<file path="config.mk">
export PLATFORM = sky130hd
export DESIGN_NAME = pipelined_adder_flat
export DESIGN_NICKNAME = d
export VERILOG_FILES = /design/src/rtl/pipelined_adder_pkg.sv /design/src/rtl/pipelined_adder_if.sv /design/src/rtl/adder_chunk.sv /design/src/rtl/full_adder.sv /design/src/rtl/pipelined_adder.sv /design/src/flat_wrapper.sv
export SDC_FILE = /design/constraint.sdc
export NUM_CORES = 1
export LEC_CHECK = 0
export ABC_AREA = 1
export CAP_MARGIN = 10
export CORE_MARGIN = 2
export CORE_UTILIZATION = 49
export CTS_CLUSTER_SIZE = 30
export DETAILED_ROUTE_END_ITERATION = 8
export GPL_TIMING_DRIVEN = 1
export PLACE_DENSITY = 0.75
export SYNTH_ARGS = -nofsm -noshare
export SYNTH_HDL_FRONTEND = slang
export SYNTH_SLANG_ARGS = --single-unit
export TNS_END_PERCENT = 30
</file>
<file path="constraint.sdc">
create_clock -name clk -period 2.1 [get_ports clk]
set_input_delay 0.21 -clock clk [delete_from_list [all_inputs] [get_ports clk]]
set_output_delay 0.21 -clock clk [all_outputs]
set_load 0.1 [all_outputs]
</file>
<file path="src/rtl/pipelined_adder_pkg.sv">
// Shared constants and stage-register control fields for the pipelined adder.
// Define PIPELINED_ADDER_DBG_EN to enable the per-chunk carry debug port.
package pipelined_adder_pkg;

  localparam int DEFAULT_WIDTH   = 16;
  localparam int DEFAULT_STAGE_W = 4;

  function automatic int n_stg(input int width, input int stage_w);
    return width / stage_w;
  endfunction

  // Width-independent part of a stage register; the WIDTH-sized sum and
  // operand fields are wrapped around it inside the parameterised top.
  typedef struct packed {
    logic valid;
    logic carry;
    logic a_msb;
    logic b_msb;
  } stage_ctrl_t;

endpackage

</file>
<file path="src/rtl/pipelined_adder_if.sv">
// Operand/result handshake bundle for the pipelined adder.
// The master drives operands and out_ready; the slave is the adder itself.
interface pipelined_adder_if
  import pipelined_adder_pkg::*;
#(
  parameter int WIDTH = DEFAULT_WIDTH
);

  logic             in_valid;
  logic             in_ready;
  logic [WIDTH-1:0] a;
  logic [WIDTH-1:0] b;
  logic             cin;
  logic             sub;
  logic             out_valid;
  logic             out_ready;
  logic [WIDTH-1:0] sum;
  logic             cout;
  logic             ovf;

  modport master (
    output in_valid, a, b, cin, sub, out_ready,
    input  in_ready, out_valid, sum, cout, ovf
  );

  modport slave (
    input  in_valid, a, b, cin, sub, out_ready,
    output in_ready, out_valid, sum, cout, ovf
  );

endinterface

</file>
<file path="src/rtl/adder_chunk.sv">
// Combinational W-bit ripple adder resolving one pipeline stage's chunk.
module adder_chunk
  import pipelined_adder_pkg::*;
#(
  parameter int W = DEFAULT_STAGE_W
) (
  input  logic [W-1:0] a,
  input  logic [W-1:0] b,
  input  logic         cin,
  output logic [W-1:0] sum,
  output logic         cout
);

  logic [W:0] carry;

  assign carry[0] = cin;
  assign cout     = carry[W];

  for (genvar i = 0; i < W; i++) begin : g_bit
    full_adder u_fa (
      .a    (a[i]),
      .b    (b[i]),
      .cin  (carry[i]),
      .sum  (sum[i]),
      .cout (carry[i+1])
    );
  end

endmodule

</file>
<file path="src/rtl/full_adder.sv">
// One-bit full adder cell, the building block of each chunk's ripple chain.
module full_adder (
  input  logic a,
  input  logic b,
  input  logic cin,
  output logic sum,
  output logic cout
);

  assign sum  = a ^ b ^ cin;
  assign cout = (a & b) | (cin & (a ^ b));

endmodule

</file>
<file path="src/rtl/pipelined_adder.sv">
// WIDTH-bit add/subtract with the carry chain cut into STAGE_W-bit registered stages.
// Define PIPELINED_ADDER_DBG_EN to add dbg_carry, the per-chunk carries of the result on sum.
module pipelined_adder
  import pipelined_adder_pkg::*;
#(
  parameter int WIDTH   = DEFAULT_WIDTH,
  parameter int STAGE_W = DEFAULT_STAGE_W
) (
  input  logic                clk,
  input  logic                rst_n,
  pipelined_adder_if.slave    bus
`ifdef PIPELINED_ADDER_DBG_EN
  ,
  output logic [n_stg(WIDTH, STAGE_W)-1:0] dbg_carry
`endif
);

  localparam int N_STG = n_stg(WIDTH, STAGE_W);

  if (WIDTH % STAGE_W != 0) begin : g_width_check
    $error("pipelined_adder: WIDTH must be a multiple of STAGE_W");
  end

  typedef struct packed {
    stage_ctrl_t      ctrl;
    logic [WIDTH-1:0] sum;
    logic [WIDTH-1:0] a;
    logic [WIDTH-1:0] b;
  } stage_t;

  stage_t           q [N_STG];
  logic             advance;
  logic [WIDTH-1:0] b_eff;
  logic             c_eff;

  // The whole pipe moves in lockstep; bubbles are kept so latency stays fixed.
  assign advance      = bus.out_ready || !q[N_STG-1].ctrl.valid;
  assign bus.in_ready = advance;

  assign b_eff = bus.sub ? ~bus.b : bus.b;
  assign c_eff = bus.cin ^ bus.sub;

`ifdef PIPELINED_ADDER_DBG_EN
  logic [N_STG-1:0] dbg_q [N_STG];
  assign dbg_carry = dbg_q[N_STG-1];
`endif

  for (genvar k = 0; k < N_STG; k++) begin : g_stage
    stage_t             prev;
    stage_t             nxt;
    logic [STAGE_W-1:0] chunk_sum;
    logic               chunk_cout;

    if (k == 0) begin : g_first
      assign prev = '{
        ctrl: '{valid: bus.in_valid, carry: c_eff,
                a_msb: bus.a[WIDTH-1], b_msb: b_eff[WIDTH-1]},
        sum:  '0,
        a:    bus.a,
        b:    b_eff
      };
    end else begin : g_next
      assign prev = q[k-1];
    end

    adder_chunk #(.W(STAGE_W)) u_chunk (
      .a    (prev.a[k*STAGE_W +: STAGE_W]),
      .b    (prev.b[k*STAGE_W +: STAGE_W]),
      .cin  (prev.ctrl.carry),
      .sum  (chunk_sum),
      .cout (chunk_cout)
    );

    always_comb begin
      nxt                            = prev;
      nxt.sum[k*STAGE_W +: STAGE_W]  = chunk_sum;
      nxt.ctrl.carry                 = chunk_cout;
    end

    always_ff @(posedge clk or negedge rst_n) begin
      if (!rst_n) begin
        q[k] <= '0;
      end else if (advance) begin
        q[k] <= nxt;
      end
    end

`ifdef PIPELINED_ADDER_DBG_EN
    logic [N_STG-1:0] dbg_d;

    if (k == 0) begin : g_dbg_first
      always_comb begin
        dbg_d    = '0;
        dbg_d[k] = chunk_cout;
      end
    end else begin : g_dbg_next
      always_comb begin
        dbg_d    = dbg_q[k-1];
        dbg_d[k] = chunk_cout;
      end
    end

    always_ff @(posedge clk or negedge rst_n) begin
      if (!rst_n) begin
        dbg_q[k] <= '0;
      end else if (advance) begin
        dbg_q[k] <= dbg_d;
      end
    end
`endif
  end

  assign bus.out_valid = q[N_STG-1].ctrl.valid;
  assign bus.sum       = q[N_STG-1].sum;
  assign bus.cout      = q[N_STG-1].ctrl.carry;
  assign bus.ovf       = (q[N_STG-1].ctrl.a_msb == q[N_STG-1].ctrl.b_msb) &&
                         (q[N_STG-1].sum[WIDTH-1] != q[N_STG-1].ctrl.a_msb);

endmodule

</file>
<file path="src/flat_wrapper.sv">
// flat-port wrapper written by rule: the top's interface ports become plain ports
module pipelined_adder_flat import pipelined_adder_pkg::*;
#(
  parameter int WIDTH   = DEFAULT_WIDTH,
  parameter int STAGE_W = DEFAULT_STAGE_W
)
  (clk, rst_n, bus_in_valid, bus_a, bus_b, bus_cin, bus_sub, bus_out_ready, bus_in_ready, bus_out_valid, bus_sum, bus_cout, bus_ovf);
  pipelined_adder_if #(.WIDTH(WIDTH)) bus_i ();
  input  logic clk;
  input  logic rst_n;
  input wire logic [$bits(bus_i.in_valid)-1:0] bus_in_valid;
  input wire logic [$bits(bus_i.a)-1:0] bus_a;
  input wire logic [$bits(bus_i.b)-1:0] bus_b;
  input wire logic [$bits(bus_i.cin)-1:0] bus_cin;
  input wire logic [$bits(bus_i.sub)-1:0] bus_sub;
  input wire logic [$bits(bus_i.out_ready)-1:0] bus_out_ready;
  output wire logic [$bits(bus_i.in_ready)-1:0] bus_in_ready;
  output wire logic [$bits(bus_i.out_valid)-1:0] bus_out_valid;
  output wire logic [$bits(bus_i.sum)-1:0] bus_sum;
  output wire logic [$bits(bus_i.cout)-1:0] bus_cout;
  output wire logic [$bits(bus_i.ovf)-1:0] bus_ovf;
  assign bus_i.in_valid = bus_in_valid;
  assign bus_i.a = bus_a;
  assign bus_i.b = bus_b;
  assign bus_i.cin = bus_cin;
  assign bus_i.sub = bus_sub;
  assign bus_i.out_ready = bus_out_ready;
  assign bus_in_ready = bus_i.in_ready;
  assign bus_out_valid = bus_i.out_valid;
  assign bus_sum = bus_i.sum;
  assign bus_cout = bus_i.cout;
  assign bus_ovf = bus_i.ovf;
  pipelined_adder #(.WIDTH(WIDTH), .STAGE_W(STAGE_W)) u_core (.clk(clk), .rst_n(rst_n), .bus(bus_i));
endmodule
</file>
==> flow_summary.ini, run 1 <==
[layout]
final_core_util_pct = 59.5
final_nets = 583
diodes = 0
num-fill-cells = 775
design_area_mm2 = 0.00516
syn2layout_area_growth_pct = 17.8
drive_above_1_share_pct = 14.6
final_cells = 641

[floorplanning]
die_x_um = 98.6
core_area_mm2 = 0.00868
die-area_mm2 = 0.00972
fp-row-count = 34
io_pins = 58
die_y_um = 98.6
initial_core_util_pct = 50.5

[place]
place_inst = 622
dp.final_hpwl_mm = 5.25
dpl-instance-area_mm2 = 0.00493
place_congestion = 0.764
portBuffers = 57

[logic_synthesis]
seq_area_frac_synth_pct = 55.9
synth_edf_count = 0
synth_area_per_cell_um2 = 9.06
yosys.area_share.simple_pct = 18.1
synth_mux_area_share_pct = 0
synth.most_common_cell = nand2_1
ys_warn_count = 0
synthesis.instances = 484
synth_xor_area_share_pct = 0.999
yosys_most_used_dff = dfrtp_1
ys_top_cells_by_area = dfrtp_1 (56%), nand2_1 (16%), fa_1 (7.3%)
synth-adder-area-share_pct = 7.31
syn_nets = 538
ys_ff_latch = 98
synth_compound_area_share_pct = 6.85
synth.distinct_cells = 15
synth_common_cells = nand2_1 (188), dfrtp_1 (98), inv_1 (60), o21ai_0 (60), buf_4 (22)
synth_area_mm2 = 0.00438
synth_top_area_share_pct = 55.9
async_reset_ff_share_pct = 100
yosys.area.top_type = dfrtp_1
synth_top_family_by_area = simple AND/OR/NAND/NOR gates

[grt]
grt.total_usage_pct = 17.5
antenna_found_initial = 0
globalRouteOverflowTotal = 0
grt_start_max_net_pins = 98
grt_pass1_wl_mm = 13.8
grt_pass1_vias = 3016

[clock_tree]
clk_latency_ns = 0.35
htree_levels = 3
clock_path_buffers = 2
cts_sinks = 98
tritoncts = yes
cts-root-buf = clkbuf_8
clkTransAtPathRegs_ns = 0.09
cts_buffers = 9

[route]
drt_iter0_drc = 158
first_pass_iters = 4
vias_per_cell = 4.72
vias = 3025
wl_per_cell_um = 12.0
finalWirelength_mm = 7.67
drc = 0
ant_nets = 0

[power_and_ir_drop]
peakVddDrop_mv = 0.543
p_leak_nw = 2.62
power_density_mw_per_mm2 = 1580
p_total_mw = 8.17

[critical_path]
arrival_ns = 2.38
slowest_stage = fa_1
cp_slowest_stage_delay_ns = 0.41
crit_buf_inv = 3
critPathLaunchType = register
path_depth = 8
critPathRequiredTime_ns = 2.38
path_class = register to register
crit_chain = inv_2, fa_1, inv_1, fa_2, fa_2, inv_2, fa_1, o21ai_1
cp_max_fo = 2
worstSetupEndpointType = register
worstRegToRegCells = 8
cp_top_family = adder cells

[sta]
skew_ns = 0.00904
slew-limit-headroom_pct = 73.1
period_needed_ns = 2.10
timing.fmax_ghz = 0.477
hold_violations = 0
slew_viol_final = 0
worst_pin_slew_ns = 0.404
holdWs_ns = 0.324
post-route-period-util_pct = 99.9
rsz0062_at_grt = true
finalSetupViolCount = 0

[min_path]
hold_path.class = primary input to async pin

[run]
drv_cap = 0

[run_status]
status = complete, no violations
layout by cell type (no fill, tap or decap), drive strengths merged:
master / n
buf: 37
bufinv: 1
clkbuf: 12
clkdlybuf4s50: 32
clkinv: 2
dfrtp: 98
dlygate4sd2: 3
dlygate4sd3: 1
fa: 16
inv: 61
nand2: 189
nand3: 12
nor2: 4
o21ai: 60
xnor2: 4
xor2: 1
cell type report:
type,instances,area [µm²],area share [%]
inverters,61,229,4.43
multi-input cells,286,1490,28.9
well taps,108,135,2.62
repair buffers,73,669,13.0
clock buffers,12,145,2.81
clock inverters,3,40.0,0.775
flip-flops and latches,98,2450,47.5
flip-flops by register name, indices dropped and copies added (netlist names):
register              count
u_core.bus.cout           1
u_core.bus.out_valid      1
u_core.bus.sum           16
u_core.g_stage.nxt       75
u_core.g_stage.prev       3
u_core.q                  2
path summary, 6_finish.rpt:
check,from,to,slack [ns]
worst max-delay path,u_core.g_stage[3].prev[50]$_DFFE_PN0P_,u_core.bus.sum[15]$_DFFE_PN0P_,0.002
worst min-delay path,rst_n,u_core.g_stage[1].nxt[32]$_DFFE_PN0P_,0.32
worst max register to register,u_core.g_stage[3].prev[50]$_DFFE_PN0P_,u_core.bus.sum[15]$_DFFE_PN0P_,0.002
worst min register to register,u_core.g_stage[3].nxt[51]$_DFFE_PN0P_,u_core.bus.out_valid$_DFFE_PN0P_,0.46
max in group asynchronous,rst_n,u_core.g_stage[2].nxt[26]$_DFFE_PN0P_,1.10
min in group clk,bus_a[13],u_core.g_stage[1].nxt[29]$_DFFE_PN0P_,0.39
kinds of logic (layout without fill, tap and decap cells):
| kind of cell | Yosys count | count (layout) |
|---|---|---|
| buffers and inverters | 100 | 149 |
| DFF | 98 | 98 |
| and+or+nand+nor | 205 | 205 |
| adders and majority gates | 16 | 16 |
| xor gates and xnor gates | 5 | 5 |
| AOI/OAI and AO/OA | 60 | 60 |
stage by stage:
step,TNS (ns),setup WS (ns)
final,0,0.00216
after global routing,-0.254,-0.105
after CTS,-0.0563,-0.0292
after detailed placement,-1.86,-0.643
after global placement,-1.64,-0.601
after floorplan,-0.471,-0.287
worst register-to-register path, stage by stage, from the launching register on:
cell and delay [ns]:
dfrtp_1 0.40, inv_2 0.07, fa_1 0.17, inv_1 0.06
fa_2 0.38, fa_2 0.34, inv_2 0.09, fa_1 0.42
o21ai_1 0.12
report_power, final:
group	leakage (nW)	internal, mW	total, mW	switching [mW]
Sequential	1.19	2.72	3.16	0.443
Clock	0.0962	0.575	1.16	0.588
Combinational	1.34	1.12	3.84	2.72
Total	2.62	4.42	8.17	3.75
per-layer routing:
metal / GRT usage (%) / share of wire [%] / vias up
li1: - / - / 1529
met1: 25.0 / 48 / 1429
met2: 27.2 / 47 / 62
met3: 4.04 / 4.1 / 5
met4: 5.37 / 0.91 / 0
met5: 0 / 0 / -
what timing repair did:
item / 4_1_cts / 5_1_grt
endpoints found under the setup margin: 6 / 5
resized for setup: 28 / 5
pin swaps: 10 / 4
hold buffers: 1 / 0
buffers inserted: 2 / 1
endpoints found under the hold margin: 31 / 0
Note: power is estimated with default switching activity, not from simulation.
==> inputs of run 2 (changes only) <==
CELL_PAD_IN_SITES_DETAIL_PLACEMENT = 0   (was default)
CELL_PAD_IN_SITES_GLOBAL_PLACEMENT = 1   (was default)
CORE_UTILIZATION = 38   (was 49)
PLACE_DENSITY = default   (was 0.75)
PLACE_DENSITY_LB_ADDON = 0.1   (was default)
==> run 2 against run 1 <==
Via count fell by 4.2%. Sequential power barely moved. Fmax barely moved. Core utilization fell by 12 points. Final cell count rose by 5.9%. Setup slack improved by 0.0010 ns. Register-to-register slack barely moved. Count of clock-buffer cells in the layout rose by 2. First-iteration DRC count rose by 8.9%. Sequential share of layout area fell by 1.7 points.
==> flow_summary.ini, run 2 (synthesized netlist as in run 1, its figures left out) <==
[route]
ant_nets = 0
finalWirelength_mm = 7.96
first_pass_iters = 4
vias = 2898
vias_per_cell = 4.27
drt_iter0_drc = 172
wl_per_cell_um = 11.7
drc = 0

[layout]
final_nets = 585
layout_commonest_cell = nand2_1
largest_reg_flops = 75
final_core_util_pct = 47.3
num-fill-cells = 1127
diodes = 0
drive_above_1_share_pct = 14.6
final_cells = 679
layout_common_cells = nand2_1 (188), dfrtp_1 (98), o21ai_0 (57)
syn2layout_area_growth_pct = 22.2

[critical_path]
path_class = primary input to register
cp_slowest_stage_delay_ns = 0.47
r2r_setup_slack_ns = 0.01
crit_top_cell = fa_2
crit_chain = clkdlybuf4s50_1, inv_1, fa_2, fa_2, fa_2, inv_2, fa_1, nand2_1, nand2_1
slowest_stage = clkdlybuf4s50_1
r2r_start = u_core.g_stage[2].nxt[24]$_DFFE_PN0P_
worstSetupEndpointType = register
worstReg2RegEnd = u_core.g_stage[3].nxt[43]$_DFFE_PN0P_
critPathLaunchType = primary input
cp_max_fo = 1
arrival_ns = 2.32
critPathRequiredTime_ns = 2.33
worstRegToRegCells = 8

[grt]
grt_start_max_net_pins = 98
grt.total_usage_pct = 14.1
grt_pass1_vias = 2876
globalRouteOverflowTotal = 0
antenna_found_initial = 0
grt_pass1_wl_mm = 14.0

[place]
dp.final_hpwl_mm = 5.30
place_congestion = 0.712
place_inst = 662
portBuffers = 57

[clock_tree]
tritoncts = yes
clk_latency_ns = 0.33
cts_buffers = 9
cts_setup_buffers = 0
clock_path_buffers = 2
cts-root-buf = clkbuf_16
htree_levels = 3
clkTransAtPathRegs_ns = 0.06
cts_sinks = 98

[floorplanning]
die-area_mm2 = 0.0124
initial_core_util_pct = 38.7
io_pins = 58
core_area_mm2 = 0.0113
fp-row-count = 39
die_y_um = 111
die_x_um = 111

[sta]
slew-limit-headroom_pct = 66.3
finalSetupViolCount = 0
period_needed_ns = 2.10
post-route-period-util_pct = 99.8
timing.fmax_ghz = 0.477
worst_pin_slew_ns = 0.504
rsz0062_at_grt = true
hold_violations = 0
slew_viol_final = 0
skew_ns = 0.00641

[power_and_ir_drop]
p_comb_share_pct = 45.6
switchingPower_mw = 3.79
pwr-share-clk_pct = 17.5
peakVddDrop_mv = 0.863
p_leak_nw = 2.68
p_int_mw = 4.75
seqPwrFrac_pct = 36.9
power_density_mw_per_mm2 = 1590
swShare_pct = 44.4

[run_status]
status = complete, no violations

[min_path]
hold_path.class = primary input to async pin

[run]
drv_cap = 0
## run 2: cell types whose count changed in the layout (fill, tap and decap cells not counted), sizes merged
cell	before	now
clkinv	2	1
bufinv	1	0
clkdlybuf4s50	32	33
buf	37	38
dlygate4sd2	3	2
clkdlybuf4s15	0	1
clkinvlp	0	1
clkbuf	12	14
## run 2: area by class of cell
class | instances | area, µm² | area share, %
multi-input combinational | 286 | 1500 | 28.0
sequential | 98 | 2450 | 45.8
clock buffer | 14 | 254 | 4.74
inverter | 61 | 229 | 4.27
tap | 143 | 179 | 3.34
timing repair buffer | 75 | 729 | 13.6
clock inverter | 2 | 12.5 | 0.234
## run 2: critical path: cells and delay by family
family | cells | cell delay (ns)
adder cells (fa/ha/maj) | 4 | 1.41
buffers and inverters | 3 | 0.58
AND/OR/NAND/NOR | 2 | 0.12
## run 2: power groups by stage
stage	Combinational, mW	Sequential, mW	Clock, mW
4_1_cts	3.97	3.16	1.55
2_1_floorplan	2.99	3.19	0
5_1_grt	4.36	3.27	1.64
6_report	3.90	3.15	1.50
3_3_place_gp	3.83	3.16	0
3_5_place_dp	3.89	3.17	0
## run 2: what timing repair did
item                       4_1_cts  5_1_grt
setup endpoints to repair        5        4
hold endpoints to repair        14        0
resized for setup               28        2
pin swaps                       10        1
hold buffers                     1        0
## run 2: worst max-delay path by stage
stage	startpoint	endpoint	depth (start not counted)
floorplan	bus_sub	u_core.g_stage[1].nxt[35]$_DFFE_PN0P_	10
global placement	bus_sub	u_core.g_stage[1].nxt[35]$_DFFE_PN0P_	9
detailed placement	bus_sub	u_core.g_stage[1].nxt[35]$_DFFE_PN0P_	9
CTS	u_core.g_stage[3].prev[50]$_DFFE_PN0P_	u_core.bus.sum[15]$_DFFE_PN0P_	8
global route	u_core.g_stage[3].prev[50]$_DFFE_PN0P_	u_core.bus.sum[15]$_DFFE_PN0P_	8
finish	bus_a[0]	u_core.g_stage[1].nxt[35]$_DFFE_PN0P_	9
## run 2: routing by layer
layer  vias up  track usage (%)  share of wire (%)
met5         -                0                  0
met2        44             19.8                 42
met1      1303             21.4                 53
met3         6             3.27                3.7
met4         0             5.19               0.94
li1       1545                -                  -
## run 2: metrics by stage
step           hold WS, ns  worst slack, ns  setup TNS, ns  total power [mW]  cell area (µm²)
3_3_place_gp        0.0519           -0.598          -1.72              6.98             5040
5_1_grt              0.236          -0.0984         -0.214              9.26             5360
4_1_cts              0.232         -0.00256       -0.00256              8.68             5360
6_report             0.240          0.00320              0              8.54             5360
2_1_floorplan      -0.0856           -0.287         -0.471              6.18             4400
3_5_place_dp        0.0539           -0.637          -1.90              7.05             5040
==> inputs of run 3 (changes only) <==
GPL_ROUTABILITY_DRIVEN = 0   (was default)
==> results of run 3 <==
The final DEF is identical to that of run 2; final timing and power are the same.
